**src/rtl/reset_sequencer.sv**
```systemverilog
// Staged reset release: waits for all clock locks to be stable, then
// frees each reset domain in order; lock loss or soft_rst re-runs it.
module reset_sequencer #(
  parameter int N_LOCK     = 2,
  parameter int N_STAGE    = 3,
  parameter int STABLE_CYC = 1024,
  parameter int STAGE_GAP  = 64,
  parameter int CNT_W      = 8
) (
  input  logic               clk,
  input  logic               rst,
  input  logic [N_LOCK-1:0]  lock_in,
  input  logic               soft_rst,
  output logic [N_STAGE-1:0] rst_out,
  output logic               ready,
  output logic [CNT_W-1:0]   loss_cnt,
  output logic [2:0]         state
);

  typedef enum logic [2:0] {
    S_WAIT    = 3'd0,
    S_STABLE  = 3'd1,
    S_RELEASE = 3'd2,
    S_RUN     = 3'd3
  } state_e;

  localparam int SW = (STABLE_CYC > 1) ? $clog2(STABLE_CYC) : 1;
  localparam int GW = (STAGE_GAP > 1) ? $clog2(STAGE_GAP) : 1;
  localparam int IW = (N_STAGE > 1) ? $clog2(N_STAGE) : 1;

  localparam logic [SW-1:0]      STAB_LAST = SW'(STABLE_CYC - 1);
  localparam logic [GW-1:0]      GAP_LAST  = GW'(STAGE_GAP - 1);
  localparam logic [IW-1:0]      IDX_LAST  = IW'(N_STAGE - 1);
  localparam logic [N_STAGE-1:0] ONE_HOT0  = N_STAGE'(1);

  logic [N_LOCK-1:0]  r_sync1;
  logic [N_LOCK-1:0]  r_sync2;
  state_e             r_state;
  logic [SW-1:0]      r_stab;
  logic [GW-1:0]      r_gap;
  logic [IW-1:0]      r_idx;
  logic [N_STAGE-1:0] r_rst_out;
  logic               r_ready;
  logic [CNT_W-1:0]   r_loss;

  logic w_all_lk;
  logic w_active;

  assign w_all_lk = &r_sync2;
  assign w_active = (r_state == S_RELEASE) || (r_state == S_RUN);

  // lock_in is asynchronous to clk; only r_sync2 is trusted
  always_ff @(posedge clk or posedge rst) begin
    if (rst) begin
      r_sync1 <= '0;
      r_sync2 <= '0;
    end else begin
      r_sync1 <= lock_in;
      r_sync2 <= r_sync1;
    end
  end

  always_ff @(posedge clk or posedge rst) begin
    if (rst) begin
      r_state   <= S_WAIT;
      r_stab    <= '0;
      r_gap     <= '0;
      r_idx     <= '0;
      r_rst_out <= '1;
      r_ready   <= 1'b0;
      r_loss    <= '0;
    end else if (soft_rst) begin
      r_state   <= S_WAIT;
      r_rst_out <= '1;
      r_ready   <= 1'b0;
    end else if (w_active && !w_all_lk) begin
      r_state   <= S_WAIT;
      r_rst_out <= '1;
      r_ready   <= 1'b0;
      if (r_loss != '1) r_loss <= r_loss + CNT_W'(1);
    end else begin
      case (r_state)
        S_WAIT: begin
          r_rst_out <= '1;
          r_ready   <= 1'b0;
          if (w_all_lk) begin
            r_state <= S_STABLE;
            r_stab  <= '0;
          end
        end
        S_STABLE: begin
          if (!w_all_lk) begin
            r_state <= S_WAIT;
          end else if (r_stab == STAB_LAST) begin
            if (N_STAGE == 1) begin
              r_rst_out <= '0;
              r_ready   <= 1'b1;
              r_state   <= S_RUN;
            end else begin
              r_rst_out <= r_rst_out & ~ONE_HOT0;
              r_state   <= S_RELEASE;
              r_idx     <= IW'(1);
              r_gap     <= '0;
            end
          end else begin
            r_stab <= r_stab + SW'(1);
          end
        end
        S_RELEASE: begin
          if (r_gap == GAP_LAST) begin
            r_rst_out <= r_rst_out & ~(ONE_HOT0 << r_idx);
            r_gap     <= '0;
            r_idx     <= r_idx + IW'(1);
            if (r_idx == IDX_LAST) begin
              r_state <= S_RUN;
              r_ready <= 1'b1;
            end
          end else begin
            r_gap <= r_gap + GW'(1);
          end
        end
        S_RUN: begin
          r_ready <= 1'b1;
        end
        default: begin
          r_state   <= S_WAIT;
          r_rst_out <= '1;
          r_ready   <= 1'b0;
        end
      endcase
    end
  end

  assign rst_out  = r_rst_out;
  assign ready    = r_ready;
  assign loss_cnt = r_loss;
  assign state    = r_state;

endmodule

```
**config.mk**
```make
export PLATFORM = sky130hd
export DESIGN_NAME = reset_sequencer
export DESIGN_NICKNAME = d
export VERILOG_FILES = /design/src/rtl/reset_sequencer.sv
export SDC_FILE = /design/constraint.sdc
export NUM_CORES = 1
export LEC_CHECK = 0
export CAP_MARGIN = 10
export CELL_PAD_IN_SITES_DETAIL_PLACEMENT = 0
export CELL_PAD_IN_SITES_GLOBAL_PLACEMENT = 1
export CORE_MARGIN = 2
export CORE_UTILIZATION = 40
export CTS_CLUSTER_DIAMETER = 100
export CTS_CLUSTER_SIZE = 24
export DETAILED_ROUTE_END_ITERATION = 8
export PLACE_DENSITY_LB_ADDON = 0.1
export SETUP_SLACK_MARGIN = 0.05
export SLEW_MARGIN = 20
export SYNTH_ARGS = -nofsm -noshare
export SYNTH_HDL_FRONTEND = slang
export SYNTH_SLANG_ARGS = --single-unit
```
**constraint.sdc**
```tcl
create_clock -name clk -period 2.05 [get_ports clk]
set_input_delay 0.5125 -clock clk [delete_from_list [all_inputs] [get_ports clk]]
set_output_delay 0.5125 -clock clk [all_outputs]
set_load 0.01 [all_outputs]
```
# Word-level counts from Yosys, hierarchy flattened
# Index checks and enable logic that the tools add are counted.
# op_classes
add_sub_neg,4
multipliers,0
n_div,0
magnitude_cmp,0
eq_ne,20
n_shift,1
muxes,31
bitwise,4
n_reduce_logical,15
# op_table
operator,count
$mux W10,3
$mux W3,10
$pmux W10 S2,1
$mux W6,3
$ne A4 B4 Y1 const B,3
$pmux W3 S4,1
$pmux W6 S2,1
$reduce_and A6 Y1,2
$add A10 B1 Y10 const B,1
$eq A10 B10 Y1 const B,1
$reduce_and A5 Y1,2
$pmux W3 S3,1
$reduce_and A3 Y1,3
$add A8 B1 Y8 const B,1
$ne A2 B2 Y1 const B,4
$ne A4 B2 Y1 const B,2
$ne A8 B8 Y1 const B,1
$add A6 B1 Y6 const B,1
$eq A3 B2 Y1 const B,2
$eq A6 B6 Y1 const B,1
$mux W1,6
$mux W2,3
$ne A5 B5 Y1 const B,1
$pmux W2 S2,1
18 further kinds,20
# totals
regBits,37
latchBits,0
ram_bits,0
rom_bits,0
inputBits,5
out_inout_bits,15
word_cells,85
mem_count,0

# Longest topological paths before layout
# Gate-level depths: netlist (run 1).
# depth
word_depth,7
mapped_depth,7
ltp_nobuf,6

# Worst setup path after synthesis (run 1)
# No wires, ideal clock.
# synth_timing
kind,register to register
from,reg r_loss[0] (netlist: loss_cnt[0])
to,reg r_loss[1] (netlist: loss_cnt[1])
setup_time_ps,125
t_arrival_ps,1762
t_required_ps,1925
setup_slack_ps,163
stages_incl_launch_ff,5
path_buffers,0
period_less_slack_ps,1887
path_cell_list,dfrtp_1 -> ha_1 -> and3_1 -> a2111oi_4 -> mux2_2
# synth_via
elab_chain_len,2
elab_cells_between_ends,3
classes_between,add/sub: 1; eq/ne: 1; reduce/logical: 1
# synth_lines
element,line,source
start: declaration,44,logic [CNT_W-1:0] r_loss;
start signal: assignment,80,if (r_loss != '1) r_loss <= r_loss + CNT_W'(1);
branches (longest 2 deep; another with $add A8 B1 Y8),--,
# Parallel ways; which one is timed is not known.
# A chain may end at the register's enable or synchronous reset.

# Worst setup path after layout (run 1)
# layout_timing
from,in soft_rst
to,reg r_stab[5]
# layout_via
elab_chain_len,2
# layout_lines
element,line,source
start: declaration,13,"input logic soft_rst,"
$not A1 Y1 (no line),--,
$reduce_and A6 Y1 (no line),--,
end signal: assignment,106,r_stab <= r_stab + SW'(1);
end: declaration,39,logic [SW-1:0] r_stab;
# No other way between the ends.

==> results_dict.tcl, run 1 <==
set metrics [dict create \
    crit_required_ps 2260 \
    p_total_uw 1770 \
    cp_max_fo 9 \
    grt_pass1_vias 1751 \
    port_buffers 18 \
    drv_cap 0 \
    dpl_cell_area_um2 2510 \
    reg2reg_depth 5 \
    p_sw_uw 513 \
    cts.sink_count 36 \
    synth.net_count 229 \
    crit_arrival_ps 2130 \
    synthXorXnorAreaFrac_pct 3.77 \
    worstReg2RegEnd "r_stab[5]" \
    skew_ps 9.28 \
    p_sw_share_pct 28.9 \
    fin_ws_ps 128 \
    critPathCaptureType "flip-flop" \
    async_reset_ff_share_pct 100 \
    seqPwrFrac_pct 47.2 \
    synth_seq_area_share_pct 43.2 \
    hp-start "r_sync1[0]" \
    place_inst 317 \
    hold_path.class "reg2reg" \
    h-tree-depth 2 \
    wl_per_cell_um 14.4 \
    num_vias 1789 \
    synth_top_family_by_area "simple AND/OR/NAND/NOR gates" \
    ys_top_cells_by_area "dfrtp_1, ha_1, dfstp_2" \
    power-per-cell-area_nw_per_um2 675 \
    rsz0062_at_grt "true" \
    synth_most_common_cell "dfrtp_1" \
    synth_mux_area_share_pct 2.03 \
    status "finished clean" \
    synthCells 212 \
    antenna_found_initial 0 \
    finalHoldViolCount 0 \
    root_buffer "clkbuf_8" \
    hold_buffers 0 \
    die_x_um 76.3 \
    yosys.area_share.adder_pct 7.18 \
    ys_warn_count 0 \
    pin_count 20 \
    stdcell_count 325 \
    area_growth_pct 25.7 \
    drt_iter0_drc 85 \
    detailedPlacementHpwl_mm 3.50 \
    p_int_uw 1260 \
    drc 0 \
    worstHoldPathCells 0 \
    fin_nets 271 \
    clock_latency_ps 280 \
    viasPerCell 5.50 \
    synth.distinct_cells 51 \
    clk_pin_slew_ps 70 \
    core-area_um2 5070 \
    cts_tree "done" \
    leakage_uw 0.00110 \
    syn_avg_cell_area_um2 9.87 \
    startpoint_type "input pin" \
    min_period_ps 1920 \
    finalSetupViolCount 0 \
    place_congestion 0.838 \
    post-synth-top-area-cell "dfrtp_1" \
    whs_endpoint "r_sync2[0]" \
    synth_edf_count 0 \
    cts_setup_buffers 0 \
    finalMaxSlewViolations 0 \
    vdd_drop_max_mv 0.395 \
    clock_power_share_pct 28.7 \
    ys_ff_latch 36 \
    clockBufferDepth 2 \
    n_antenna_cell 0 \
    grt.total_usage_pct 17.2 \
    max_freq_mhz 520 \
    post-route-period-util_pct 93.7 \
    start_util_pct 41.2 \
    placementRows 26 \
    fp.dieH_um 76.3 \
    p_comb_share_pct 24.2 \
    grt_pass1_wl_mm 8.18 \
    totalWireLength_mm 4.69 \
    critical_path_class "in2reg" \
    cts_inserted_buffers 5 \
    ant_nets 0 \
    ff2ff_setup_slack_ps 160 \
    design_area_um2 2630 \
    overflow 0 \
    syn_area_um2 2090 \
    synthFlopType "dfrtp_1" \
    grt_start_max_net_pins 37 \
    rr_startpoint "r_stab[1]" \
    synth_simple_gate_area_share_pct 21.3 \
    firstDrtPassIters 4 \
    synth_top_area_share_pct 39.5 \
    dp_slack_ps -155 \
    synth_compound_area_share_pct 18.2 \
    synth.cells.most_frequent "dfrtp_1, nand2_1, nand3_1" \
    final_layout_size_suffix_gt1_share_pct 18.8 \
    nFillCells 491 \
    dieArea_um2 5820 \
]
## per-stage QoR
stage	util (%)	setup TNS, ps	hold WS (ps)
after floorplan	-	0	331
after global routing	51.8	0	364
after detailed placement	49.6	-1580	340
after CTS	51.4	0	355
after global placement	49.6	-1190	334
final	51.8	0	354
## power by group through the flow
stage / logic, uW / registers, uW / clock network, uW
finish: 429 / 836 / 508
floorplan: 228 / 852 / 0
global placement: 419 / 841 / 0
global route: 482 / 848 / 568
detailed placement: 422 / 846 / 0
CTS: 426 / 833 / 528
## flip-flops by register name (all words and copies together) (netlist names)
name      count
loss_cnt      8
r_gap         6
r_idx         2
r_stab       10
r_sync1       2
r_sync2       2
ready         1
rst_out       3
state         2
## layout by cell type (no fill, tap or decap), types with 3 or more instances in the layout
| master | count |
|---|---|
| or4_1 | 3 |
| dfstp_2 | 3 |
| nor3_1 | 3 |
| nand2_1 | 13 |
| a21oi_1 | 10 |
| nand3_1 | 13 |
| xnor2_1 | 8 |
| nor2_1 | 11 |
| nand3b_1 | 4 |
| or3_1 | 3 |
| o211ai_1 | 3 |
| nand4_1 | 8 |
| and3_1 | 6 |
| inv_1 | 12 |
| a31oi_1 | 3 |
| dfrtp_1 | 31 |
| clkdlybuf4s50_1 | 18 |
| o31ai_1 | 4 |
| a211o_1 | 3 |
| nor3b_1 | 3 |
| ha_1 | 11 |
| o221ai_1 | 4 |
| buf_4 | 26 |
| clkbuf_8 | 6 |
| o21ai_0 | 8 |
## layer usage
layer  vias up  routed length, um  GRT usage (%)
met1       878               2300           23.6
met4         0                 40           6.18
met5         -                  0              0
met2        27               2220           27.3
met3         4                124           3.20
li1        880                  -              -
## layout make-up
class                           count  area (um2)  area share [%]
Timing Repair Buffer               44         375            14.3
Inverter                           12        45.0            1.71
Sequential cell                    36         907            34.5
Clock buffer                        8        90.1            3.43
Multi-Input combinational cell    155        1120            42.7
Tap cell                           70        87.6            3.33
## kinds of logic after synthesis
logic type	count (synthesis)
mux	4
fa+ha+maj	12
compound gates	51
other cells	1
simple gates	78
flops	36
buf+inv	21
xor+xnor	9
## timing repair
action,4_1_cts,5_1_grt
gates cloned,0,0
setup endpoints to repair,3,13
gates resized for setup,1,6
## how the worst max path moves through the flow
| stage | from | end | slack [ps] | cells after the start |
|---|---|---|---|---|
| 3_5_place_dp | soft_rst | r_stab[5] | -160 | 5 |
| 4_1_cts | state[1] | r_stab[5] | 80 | 6 |
| 6_report | soft_rst | r_stab[5] | 130 | 5 |
| 2_1_floorplan | loss_cnt[0] | loss_cnt[1] | 160 | 4 |
| 3_3_place_gp | soft_rst | r_stab[7] | -110 | 5 |
| 5_1_grt | soft_rst | r_stab[5] | 20 | 5 |
## critical path, cell delays in order
cell             delay [ps]
clkdlybuf4s50_1         460
nand4b_1                210
a31o_2                  300
or4_1                   490
a21oi_1                 160
No activity file was read; power rests on OpenSTA's default activity.
==> inputs of run 2 (changes only) <==
--- a/config.mk
+++ b/config.mk
@@ -13,6 +13,7 @@
 export CTS_CLUSTER_DIAMETER = 100
 export CTS_CLUSTER_SIZE = 24
 export DETAILED_ROUTE_END_ITERATION = 8
+export DONT_BUFFER_PORTS = 1
 export PLACE_DENSITY_LB_ADDON = 0.1
 export SETUP_SLACK_MARGIN = 0.05
 export SLEW_MARGIN = 20
==> results_dict.tcl, run 2 (synthesized netlist as in run 1, its figures left out) <==
set metrics [dict create \
    firstDrtPassIters 4 \
    final_cell_mix "dfrtp_1, buf_4, nand3_1, nand2_1, inv_1" \
    cts_resized 1 \
    cp_max_fo 4 \
    rsz0062_at_grt "false" \
    n_antenna_cell 0 \
    totalWireLength_mm 4.87 \
    ff2ff_setup_slack_ps 140 \
    stdcell_count 303 \
    grt_pass1_vias 1707 \
    cts_setup_buffers 0 \
    max_freq_mhz 524 \
    power-per-cell-area_nw_per_um2 714 \
    startpoint_type "flip-flop" \
    ant_nets 0 \
    drt_iter0_drc 65 \
    grt.total_usage_pct 17.6 \
    antenna_found_initial 0 \
    place_inst 295 \
    core-area_um2 5070 \
    crit_required_ps 2200 \
    worstReg2RegEnd "r_gap[5]" \
    detailedPlacementHpwl_mm 3.55 \
    reg2reg_depth 6 \
    root_buffer "clkbuf_8" \
    finalHoldViolCount 0 \
    clock_latency_ps 280 \
    num_vias 1712 \
    pin_count 20 \
    slew_headroom_pct 63.0 \
    grt_pass1_wl_mm 8.23 \
    area_growth_pct 15.4 \
    dp_slack_ps 54.2 \
    drv_cap 0 \
    cts_inserted_buffers 5 \
    clk_pin_slew_ps 70 \
    crit_arrival_ps 2060 \
    dieArea_um2 5820 \
    final_layout_size_suffix_gt1_share_pct 18.5 \
    final_common_cell "dfrtp_1" \
    post-route-period-util_pct 93.0 \
    viasPerCell 5.65 \
    place_congestion 0.801 \
    port_buffers 0 \
    worst_pin_slew_ps 542 \
    fp.dieH_um 76.3 \
    fin_ws_ps 143 \
    hold_buffers 0 \
    min_period_ps 1910 \
    start_util_pct 41.2 \
    die_x_um 76.3 \
    nFillCells 515 \
    grt_start_max_net_pins 37 \
    cts_tree "done" \
    h-tree-depth 2 \
    status "finished clean" \
    skew_ps 2.86 \
    largest_reg_flops 10 \
    critPathCaptureType "flip-flop" \
    cts.sink_count 36 \
    clockBufferDepth 2 \
    finalSetupViolCount 0 \
    hold_path.class "in2async" \
    drc 0 \
    leakage_uw 0.00101 \
    fin_tns_setup_ps 0 \
    fin_nets 249 \
    placementRows 26 \
    wl_per_cell_um 16.1 \
    rr_startpoint "state[0]" \
    top_register "r_stab" \
    vdd_drop_max_mv 0.323 \
    overflow 0 \
    finalMaxSlewViolations 0 \
    critical_path_class "reg2reg" \
]
## run 2: metrics by stage
step	total power, uW	hold slack, ps	area (um2)	utilization [%]
finish	1720	226	2410	47.6
global placement	1190	337	2300	45.4
global route	1840	228	2410	47.6
CTS	1730	235	2400	47.3
detailed placement	1200	344	2300	45.4
floorplan	1080	331	2090	-
## run 2: critical path, cell delays in order, from the launching register on
cell and delay (ps):
dfrtp_1 420, buf_4 170, ha_1 260, a2bb2oi_2 160, or3_1 410, a21oi_4 210
o221ai_1 130
## run 2: routing by layer
metal  track usage (%)  vias to the layer above  part of all wire [%]
li1                  -                      830                     -
met2              28.7                       33                    47
met5                 0                        -                     0
met1              22.9                      844                    47
met3              4.86                        5                   4.4
met4              4.91                        0                   1.0
## run 2: layout make-up
type | instances | area [um2] | share of cell area [%]
clock buffers | 8 | 90.1 | 3.73
multi-input cells | 155 | 1120 | 46.5
inverters | 12 | 45.0 | 1.87
repair buffers | 22 | 165 | 6.84
well taps | 70 | 87.6 | 3.63
flip-flops and latches | 36 | 905 | 37.5
## run 2: power breakdown
part / leakage, uW / switching (uW) / internal (uW)
clock: 0.0000455 / 251 / 274
sequential: 0.000469 / 63.8 / 776
combinational: 0.000501 / 207 / 151
## run 2: worst max path at each step
stage	depth (start not counted)	startpoint	endpoint	slack (ps)
6_report	6	state[0]	r_gap[5]	140
5_1_grt	6	state[0]	r_gap[4]	30
4_1_cts	6	state[0]	r_gap[4]	110
3_5_place_dp	6	state[0]	r_gap[3]	50
3_3_place_gp	6	state[0]	r_gap[3]	130
2_1_floorplan	4	loss_cnt[0]	loss_cnt[1]	160
